File: src/rtl/pipeline_pc_unit.sv
// IF-stage program counter: selects the next fetch address among sequential,
// branch, j/jal, jr and trap targets. It also handles halt/resume, holds
// redirects that arrive while halted, and flags misaligned jr targets.
// XLEN must be at least 32 so that the j/jal concatenation fits.
module pipeline_pc_unit #(
  parameter int unsigned     XLEN         = 32,
  parameter logic [XLEN-1:0] RESET_VECTOR = '0,
  parameter logic [XLEN-1:0] TRAP_VECTOR  = XLEN'(32'h0000_0080),
  parameter int unsigned     PC_STEP      = 4
) (
  input  logic            Clk,
  input  logic            Reset,
  input  logic            PCWre_from_Control_Unit,
  input  logic            PCWre_from_Load_use_Detection_Unit,
  input  logic [1:0]      PCSrc,
  input  logic            JumpPCSrc,
  input  logic [XLEN-1:0] ID_PCadd4,
  input  logic [25:0]     ID_targetAddress,
  input  logic [XLEN-1:0] ID_ReadData1,
  input  logic [XLEN-1:0] MEM_BranchPC,
  input  logic            Resume,
  output logic [XLEN-1:0] currAddress,
  output logic [XLEN-1:0] nextPCAddress,
  output logic [XLEN-1:0] IF_PCadd4,
  output logic            Halted,
  output logic            RedirectPending,
  output logic            MisalignFault
);

  localparam logic [1:0] SRC_SEQ    = 2'd0;
  localparam logic [1:0] SRC_BRANCH = 2'd1;
  localparam logic [1:0] SRC_JUMP   = 2'd2;
  localparam logic [1:0] SRC_TRAP   = 2'd3;

  typedef enum logic {
    RUN  = 1'b0,
    HALT = 1'b1
  } state_e;

  state_e          state_q, state_d;
  logic [XLEN-1:0] pc_q, pc_d;
  logic [XLEN-1:0] pend_pc_q, pend_pc_d;
  logic            pend_q, pend_d;
  logic            halted_q, halted_d;
  logic            fault_q, fault_d;

  logic [XLEN-1:0] seq_c;
  logic [XLEN-1:0] jump_c;
  logic [XLEN-1:0] target_c;
  logic            redirect_c;
  logic            jr_misalign_c;

  // The low bits of ID_PCadd4 are replaced by the j/jal index.
  logic unused_pcadd4_bits;
  assign unused_pcadd4_bits = ^ID_PCadd4[27:0];

  // Candidate targets. The sequential step wraps modulo 2^XLEN.
  assign seq_c         = pc_q + XLEN'(PC_STEP);
  assign jump_c        = {ID_PCadd4[XLEN-1:28], ID_targetAddress, 2'b00};
  assign redirect_c    = (PCSrc != SRC_SEQ);
  assign jr_misalign_c = (PCSrc == SRC_JUMP) && !JumpPCSrc &&
                         (ID_ReadData1[1:0] != 2'b00);

  // Select the redirect target. A misaligned jr is steered to the trap vector.
  always_comb begin
    target_c = seq_c;
    case (PCSrc)
      SRC_BRANCH: target_c = MEM_BranchPC;
      SRC_JUMP: begin
        if (JumpPCSrc)          target_c = jump_c;
        else if (jr_misalign_c) target_c = TRAP_VECTOR;
        else                    target_c = ID_ReadData1;
      end
      SRC_TRAP: target_c = TRAP_VECTOR;
      default:  target_c = seq_c;
    endcase
  end

  // Next-state and next-PC logic for the RUN/HALT sequencer.
  always_comb begin
    state_d   = state_q;
    pc_d      = pc_q;
    pend_pc_d = pend_pc_q;
    pend_d    = pend_q;
    halted_d  = halted_q;
    fault_d   = fault_q | jr_misalign_c;
    case (state_q)
      RUN: begin
        if (!PCWre_from_Control_Unit) begin
          state_d  = HALT;
          halted_d = 1'b1;
          if (redirect_c) begin
            pend_pc_d = target_c;
            pend_d    = 1'b1;
          end
        end else if (redirect_c) begin
          // A redirect wins over a load-use stall.
          pc_d = target_c;
        end else if (PCWre_from_Load_use_Detection_Unit) begin
          pc_d = seq_c;
        end
      end
      HALT: begin
        // The last redirect seen while halted is the one kept.
        if (redirect_c) begin
          pend_pc_d = target_c;
          pend_d    = 1'b1;
        end
        if (Resume) begin
          state_d  = RUN;
          halted_d = 1'b0;
          pend_d   = 1'b0;
          if (redirect_c)  pc_d = target_c;
          else if (pend_q) pc_d = pend_pc_q;
        end
      end
      default: begin
        state_d  = RUN;
        halted_d = 1'b0;
      end
    endcase
  end

  // State registers. Reset is asynchronous and clears everything, including the sticky fault.
  always_ff @(posedge Clk or posedge Reset) begin
    if (Reset) begin
      state_q   <= RUN;
      pc_q      <= RESET_VECTOR;
      pend_pc_q <= '0;
      pend_q    <= 1'b0;
      halted_q  <= 1'b0;
      fault_q   <= 1'b0;
    end else begin
      state_q   <= state_d;
      pc_q      <= pc_d;
      pend_pc_q <= pend_pc_d;
      pend_q    <= pend_d;
      halted_q  <= halted_d;
      fault_q   <= fault_d;
    end
  end

  assign currAddress     = pc_q;
  assign nextPCAddress   = pc_d;
  assign IF_PCadd4       = seq_c;
  assign Halted          = halted_q;
  assign RedirectPending = pend_q;
  assign MisalignFault   = fault_q;

endmodule

File: config.mk
export PLATFORM = sky130hd
export DESIGN_NAME = pipeline_pc_unit
export DESIGN_NICKNAME = d
export VERILOG_FILES = /design/src/rtl/pipeline_pc_unit.sv
export SDC_FILE = /design/constraint.sdc
export NUM_CORES = 1
export LEC_CHECK = 0
export CAP_MARGIN = 20
export CORE_AREA = 2 2 118 120
export CTS_CLUSTER_SIZE = 40
export DETAILED_ROUTE_END_ITERATION = 10
export DIE_AREA = 0 0 120 122
export GPL_ROUTABILITY_DRIVEN = 0
export PLACE_DENSITY = 0.71
export SYNTH_ARGS = -nofsm -noshare
export SYNTH_HDL_FRONTEND = slang
export SYNTH_SLANG_ARGS = --single-unit
File: constraint.sdc
create_clock -name Clk -period 9.7 [get_ports Clk]
set_input_delay 2.91 -clock Clk [delete_from_list [all_inputs] [get_ports Clk]]
set_output_delay 2.91 -clock Clk [all_outputs]
set_load 0.02 [all_outputs]
==> results.py, run 1 <==
metrics = {
    "drt": {
        "drtIter0Drc": 500,
        "ant_nets": 0,
        "drcViolationCount": 0,
        "avgViaCountPerCell": 5.830,
        "drt-total-wl_um": 18370,
        "drt_first_pass_iters": 5,
        "avgRoutedWirePerCell_um": 20.64,
        "num_vias": 5189,
    },
    "clock_tree": {
        "ctsResizeCount": 0,
        "ctsHoldBuffers": 0,
        "cts_max_path_buffers": 2,
        "path_clk_slew_ns": 0.06,
        "clock_latency_ns": 0.34,
        "cts_buffers": 9,
        "clock-sinks": 68,
        "post_cts_buffers": 0,
        "cts_tree": "built",
        "cts-root-buf": "clkbuf_16",
        "htreeDepth": 3,
    },
    "placement": {
        "place_area_sq_um": 6709,
        "place_ws_ns": 0.7280,
        "hpwl_um": 13080,
        "portBuffers": 200,
    },
    "critical_path": {
        "path_depth": 7,
        "crit_buf_inv": 3,
        "critPathKind": "input port to output pin",
        "critical-path-max-stage-delay_ns": 0.78,
        "required_ns": 6.79,
        "critPathLaunchType": "input port",
        "path_delay_family": "buffers and inverters",
        "crit_start": "JumpPCSrc",
        "cp-end-kind": "output pin",
        "worstPathMaxFanout": 10,
        "path_cells": "clkdlybuf4s50_1, buf_4, o21ai_1, o21ai_0, a222oi_1, o21ai_0, clkdlybuf4s50_1",
        "rrSetupSlack_ns": 7.05,
        "regToRegStartpoint": "currAddress[2]",
        "endpoint": "nextPCAddress[10]",
        "r2r-end": "currAddress[30]",
        "arrival_ns": 6.12,
        "cp_slowest_cell": "o21ai_1",
        "r2r_cells": 6,
    },
    "die": {
        "io_pins": 229,
        "rows": 43,
        "dieHeight_um": 122,
        "die_area_sq_um": 14640,
        "start_util_pct": 34.02,
        "core-area_sq_um": 13500,
        "die_w_um": 120,
    },
    "global_route": {
        "grt_usage_pct": 24.85,
        "grt_pass1_wl_um": 28010,
        "grt_overflow": 0,
        "grt_max_degree": 69,
        "antenna_found_initial": 0,
        "grt_pass1_vias": 5118,
    },
    "synth": {
        "synth_compound_area_share_pct": 24.75,
        "syn-mean-instance-area_sq_um": 8.669,
        "yosys_warnings": 0,
        "synthMuxAreaShare_pct": 4.248,
        "ys_seq_area_share_pct": 37.04,
        "syn_inst": 530,
        "synth_adder_area_share_pct": 0.2723,
        "synth_edf_count": 0,
        "synthXorXnorAreaFrac_pct": 8.007,
        "synthFlopType": "dfrtp_1",
        "synth.top_cell.area_share_pct": 37.04,
        "netlist_area_sq_um": 4594,
        "yosys-top-cells-area": "dfrtp_1 (37%), o21ai_0 (5.7%), nand2_1 (5.0%)",
        "async_reset_ff_share_pct": 100.0,
        "synthSimpleGateAreaFrac_pct": 20.23,
        "synth_largest_area_cell": "dfrtp_1",
        "synth_fp_nets": 661,
        "synth_top_family_by_area": "compound AO/OA/AOI/OAI gates",
        "synth_seq_cells": 68,
        "synth_cell_types": 58,
    },
    "timing": {
        "skew_ns": 0.003659,
        "relSlewSlack_pct": 33.21,
        "worst_pin_slew_ns": 1.002,
        "period_share_pct": 93.13,
        "fin_crit_ns": 9.034,
        "rsz0062_at_grt": "false",
        "worst_slack_ns": 0.6665,
        "final-max-slew-violation-count": 0,
        "hold_ws_ns": 0.4813,
        "finalSetupTns_ns": 0,
        "fmax_mhz": 110.7,
        "hold_viol": 0,
        "setup_violations": 0,
    },
    "hold_path": {
        "hp-class": "register to register",
    },
    "power_and_ir_drop": {
        "p_leak_nw": 2.743,
        "p_per_area_nw_per_um2": 161.5,
        "ir_drop_v": 0.00007917,
    },
    "job": {
        "drv_cap": 0,
    },
    "final_layout": {
        "finalNetCount": 837,
        "n_antenna_cell": 0,
        "drive_gt1_share_pct": 6.338,
        "fin_area_sq_um": 7012,
        "syn_to_final_growth_pct": 52.61,
    },
    "run_status": {
        "status": "finished, final reports clean",
    },
}
## logic make-up after synthesis
logic type                 Yosys count
muxes                               19
adders and majority gates            1
DFF                                 68
AOI/OAI and AO/OA                  163
and+or+nand+nor                    178
buffers and inverters               59
xor gates and xnor gates            42
## worst register-to-register path: stages (launching register included)
cell	delay (ns)
dfrtp_1	0.46
ha_1	0.31
nand3_1	0.30
nor3_1	0.51
nand4_1	0.25
mux2_2	0.34
a221o_1	0.34
## cell type report
class                      instances  area, sq um
multi-input combinational        403         2656
inverter                          11        41.29
clock buffer                      13        260.3
sequential                        68         1702
fill                            1259         6492
tap                              180        225.2
timing repair buffer             213         2117
clock inverter                     2        10.01
## sequential cells by signal, summed over array words and instances (netlist names)
register and cells:
currAddress 32, pend_pc_q 32, Halted 1, MisalignFault 1, RedirectPending 1, state_q 1
## routing by layer
layer	global-route usage [%]	vias up	part of all wire (%)	wire, um
met5	0	-	0	0
met4	10.07	0	2.2	412
met3	5.384	36	9.1	1680
met2	40.77	270	48	8808
met1	31.88	2544	41	7472
li1	-	2339	-	-
## layout by cell type, fill, tap and decap left out, drive strengths merged, types with 3 or more instances in the layout
cell | synthesis | layout
clkdlybuf4s50 | 0 | 200
dfrtp | 68 | 68
nand2 | 63 | 63
o21ai | 54 | 54
nor2 | 29 | 29
a21oi | 23 | 23
a222oi | 22 | 22
nand3 | 22 | 22
xnor2 | 21 | 21
xor2 | 21 | 21
nand4 | 17 | 17
mux2i | 15 | 15
o221ai | 14 | 14
a22oi | 14 | 14
buf | 17 | 13
clkbuf | 31 | 13
and3 | 10 | 10
inv | 10 | 10
nor4 | 8 | 8
nand2b | 7 | 7
o21a | 7 | 7
nor3 | 6 | 6
and2 | 4 | 4
mux2 | 4 | 4
a2bb2oi | 4 | 4
a221o | 3 | 3
o311ai | 3 | 3
or3 | 3 | 3
a211o | 3 | 3
o22ai | 3 | 3
nor2b | 3 | 3
clkinv | 1 | 3
## worst min path at each step
stage                              from            end  slack (ns)  cells past startpoint
after floorplan           pend_pc_q[21]  pend_pc_q[21]        0.45                      2
after global placement    MisalignFault  MisalignFault        0.46                      2
after detailed placement  MisalignFault  MisalignFault        0.47                      2
after CTS                 pend_pc_q[21]  pend_pc_q[21]        0.48                      2
after global routing       pend_pc_q[3]   pend_pc_q[3]        0.50                      2
final                     pend_pc_q[21]  pend_pc_q[21]        0.48                      2
## through the flow
step                      total power [mW]  instances  utilization [%]
after floorplan                     0.5954        530                -
after global placement              0.8132        873            49.68
after detailed placement            0.8216        873            49.68
after CTS                            1.129        888            51.68
after global routing                 1.182        890            51.92
final                                1.133        890            51.92
## cells in the mapped netlist (3+ instances only)
library cell  number
dfrtp_1           68
nand2_1           61
o21ai_0           52
nor2_1            29
clkbuf_1          27
a21oi_1           23
a222oi_1          22
xnor2_1           21
xor2_1            21
nand3_1           20
nand4_1           17
mux2i_1           15
a22oi_1           14
o221ai_1          14
buf_2             13
and3_1            10
inv_1             10
nand2b_1           7
o21a_1             7
nor3_1             5
a2bb2oi_1          4
and2_1             4
clkbuf_2           4
mux2_2             4
nor4_1             4
a211o_1            3
a221o_1            3
nor2b_1            3
o22ai_1            3
o311ai_0           3
or3_1              3
## power breakdown
| group | total, mW | switching (mW) | internal (mW) |
|---|---|---|---|
| combinational | 0.436 | 0.223 | 0.213 |
| sequential | 0.386 | 0.0646 | 0.322 |
| clock | 0.310 | 0.126 | 0.185 |
| total | 1.13 | 0.413 | 0.720 |
Power figures use the tool's default switching activity.
==> inputs of run 2 (changes only) <==
--- a/config.mk
+++ b/config.mk
@@ -6,12 +6,15 @@
 export NUM_CORES = 1
 export LEC_CHECK = 0
 export CAP_MARGIN = 20
-export CORE_AREA = 2 2 118 120
+export CELL_PAD_IN_SITES_DETAIL_PLACEMENT = 1
+export CELL_PAD_IN_SITES_GLOBAL_PLACEMENT = 1
+export CORE_AREA = 2 2 125 127
 export CTS_CLUSTER_SIZE = 40
 export DETAILED_ROUTE_END_ITERATION = 10
-export DIE_AREA = 0 0 120 122
+export DIE_AREA = 0 0 127 129
 export GPL_ROUTABILITY_DRIVEN = 0
-export PLACE_DENSITY = 0.71
+export PLACE_DENSITY = 0.86
+export SLEW_MARGIN = 20
 export SYNTH_ARGS = -nofsm -noshare
 export SYNTH_HDL_FRONTEND = slang
 export SYNTH_SLANG_ARGS = --single-unit
==> results.py, run 2 (same netlist as run 1, synthesis figures left out) <==
metrics = {
    "run_status": {
        "status": "finished, final reports clean",
    },
    "die": {
        "rows": 45,
        "start_util_pct": 30.68,
        "die_area_sq_um": 16380,
        "dieHeight_um": 129,
        "io_pins": 229,
        "core-area_sq_um": 14980,
        "die_w_um": 127,
    },
    "timing": {
        "worst_pin_slew_ns": 1.033,
        "rsz0062_at_grt": "false",
        "final-max-slew-violation-count": 0,
        "fin_crit_ns": 8.929,
        "relSlewSlack_pct": 30.52,
        "skew_ns": 0.007239,
        "fmax_mhz": 112.0,
        "finalSetupTns_ns": 0,
        "period_share_pct": 92.05,
        "hold_viol": 0,
        "setup_violations": 0,
    },
    "global_route": {
        "grt_pass1_wl_um": 32170,
        "grt_max_degree": 69,
        "grt_usage_pct": 25.49,
        "grt_pass1_vias": 5638,
        "grt_overflow": 0,
        "antenna_found_initial": 0,
    },
    "power_and_ir_drop": {
        "p_sw_share_pct": 37.32,
        "ir_drop_v": 0.00008092,
        "p_int_mw": 0.7253,
        "p_leak_nw": 2.741,
        "fin_total_pwr_mw": 1.157,
        "p_sw_mw": 0.4320,
        "clock_power_share_pct": 28.1,
        "power_frac_comb_pct": 38.3,
        "p_per_area_nw_per_um2": 164.8,
        "power_frac_seq_pct": 33.6,
    },
    "critical_path": {
        "path_delay_family": "compound AO/OA/AOI/OAI gates",
        "cp-end-kind": "output pin",
        "crit_buf_inv": 2,
        "critPathKind": "input port to output pin",
        "cp_slowest_cell": "o21ai_1",
        "required_ns": 6.79,
        "critical-path-max-stage-delay_ns": 0.93,
        "critPathLaunchType": "input port",
        "path_cells": "clkdlybuf4s50_1, o21ai_1, o21ai_0, a222oi_1, o21ai_0, clkdlybuf4s50_1",
        "worstPathMaxFanout": 10,
        "arrival_ns": 6.02,
    },
    "clock_tree": {
        "clock_latency_ns": 0.34,
        "cts_max_path_buffers": 2,
        "cts_tree": "built",
        "cts_buffers": 9,
        "ctsHoldBuffers": 0,
        "post_cts_buffers": 0,
        "ctsResizeCount": 0,
        "cts-root-buf": "clkbuf_16",
        "clock-sinks": 68,
        "path_clk_slew_ns": 0.06,
        "htreeDepth": 3,
    },
    "drt": {
        "avgViaCountPerCell": 5.905,
        "num_vias": 5303,
        "drt_first_pass_iters": 8,
        "drcViolationCount": 0,
        "avgRoutedWirePerCell_um": 23.51,
        "drt-total-wl_um": 21110,
        "drtIter0Drc": 444,
        "ant_nets": 0,
    },
    "final_layout": {
        "regArea_sq_um": 1702,
        "nFillCells": 1711,
        "drive_gt1_share_pct": 6.620,
        "n_antenna_cell": 0,
        "final_cell_mix": "clkdlybuf4s50_1 (200), dfrtp_1 (68), nand2_1 (60)",
        "finalNetCount": 836,
        "syn_to_final_growth_pct": 52.80,
        "multiInputGateArea_sq_um": 2661,
        "final_common_cell": "clkdlybuf4s50_1",
    },
    "placement": {
        "hpwl_um": 15210,
        "portBuffers": 200,
    },
    "hold_path": {
        "hp-class": "register to register",
    },
    "job": {
        "drv_cap": 0,
    },
}
-- run 2: area by class of cell --
cell class | count | share of cell area [%]
tap | 188 | 3.351
sequential | 68 | 24.24
multi-input combinational | 403 | 37.91
clock buffer | 12 | 3.796
inverter | 11 | 0.5881
clock inverter | 4 | 0.3208
timing repair buffer | 212 | 29.80
-- run 2: final timing paths --
path	startpoint	end	slack, ns	cells past startpoint
max	JumpPCSrc	nextPCAddress[10]	0.77	6
min	pend_pc_q[19]	pend_pc_q[19]	0.49	2
max reg2reg	currAddress[2]	currAddress[30]	6.76	6
min reg2reg	pend_pc_q[19]	pend_pc_q[19]	0.49	2
max in group asynchronous	Reset	currAddress[16]	5.92	3
min in group asynchronous	Reset	pend_pc_q[9]	3.15	3
-- run 2: power groups by stage --
stage | sequential [mW] | clock [mW] | combinational, mW
floorplan | 0.385 | 0 | 0.210
global placement | 0.387 | 0 | 0.428
detailed placement | 0.392 | 0 | 0.441
CTS | 0.387 | 0.327 | 0.445
global route | 0.395 | 0.337 | 0.468
finish | 0.389 | 0.325 | 0.444
-- run 2: metrics by stage --
stage | cells | setup WS, ns | utilization (%) | hold slack [ns] | area (sq um)
finish | 898 | 0.7709 | 46.88 | 0.4863 | 7020
global route | 898 | 0.5688 | 46.88 | 0.5099 | 7020
CTS | 898 | 0.7897 | 46.84 | 0.4891 | 7015
detailed placement | 882 | 0.8392 | 44.91 | 0.4761 | 6726
global placement | 882 | 0.9111 | 44.91 | 0.4626 | 6726
floorplan | 530 | 2.133 | - | 0.4488 | 4594
-- run 2: tightest hold or removal path, stage by stage (launching register included) --
cell	delay (ns)
dfrtp_1	0.34
nand2_1	0.05
o21ai_0	0.06
-- run 2: metal layers --
metal  routed length (um)  vias to the layer above  track usage, %
li1                     -                     2342               -
met1                 8594                     2666           31.89
met2                10440                      248           43.52
met3                 1352                       47           4.324
met4                  725                        0           11.18
met5                    0                        -               0
==> inputs of run 3 (changes only) <==
--- a/config.mk
+++ b/config.mk
@@ -9,6 +9,7 @@
 export CELL_PAD_IN_SITES_DETAIL_PLACEMENT = 1
 export CELL_PAD_IN_SITES_GLOBAL_PLACEMENT = 1
 export CORE_AREA = 2 2 125 127
+export CTS_CLUSTER_DIAMETER = 120
 export CTS_CLUSTER_SIZE = 40
 export DETAILED_ROUTE_END_ITERATION = 10
 export DIE_AREA = 0 0 127 129
==> results of run 3 <==
The final DEF is identical to that of run 2; final timing and power are the same.
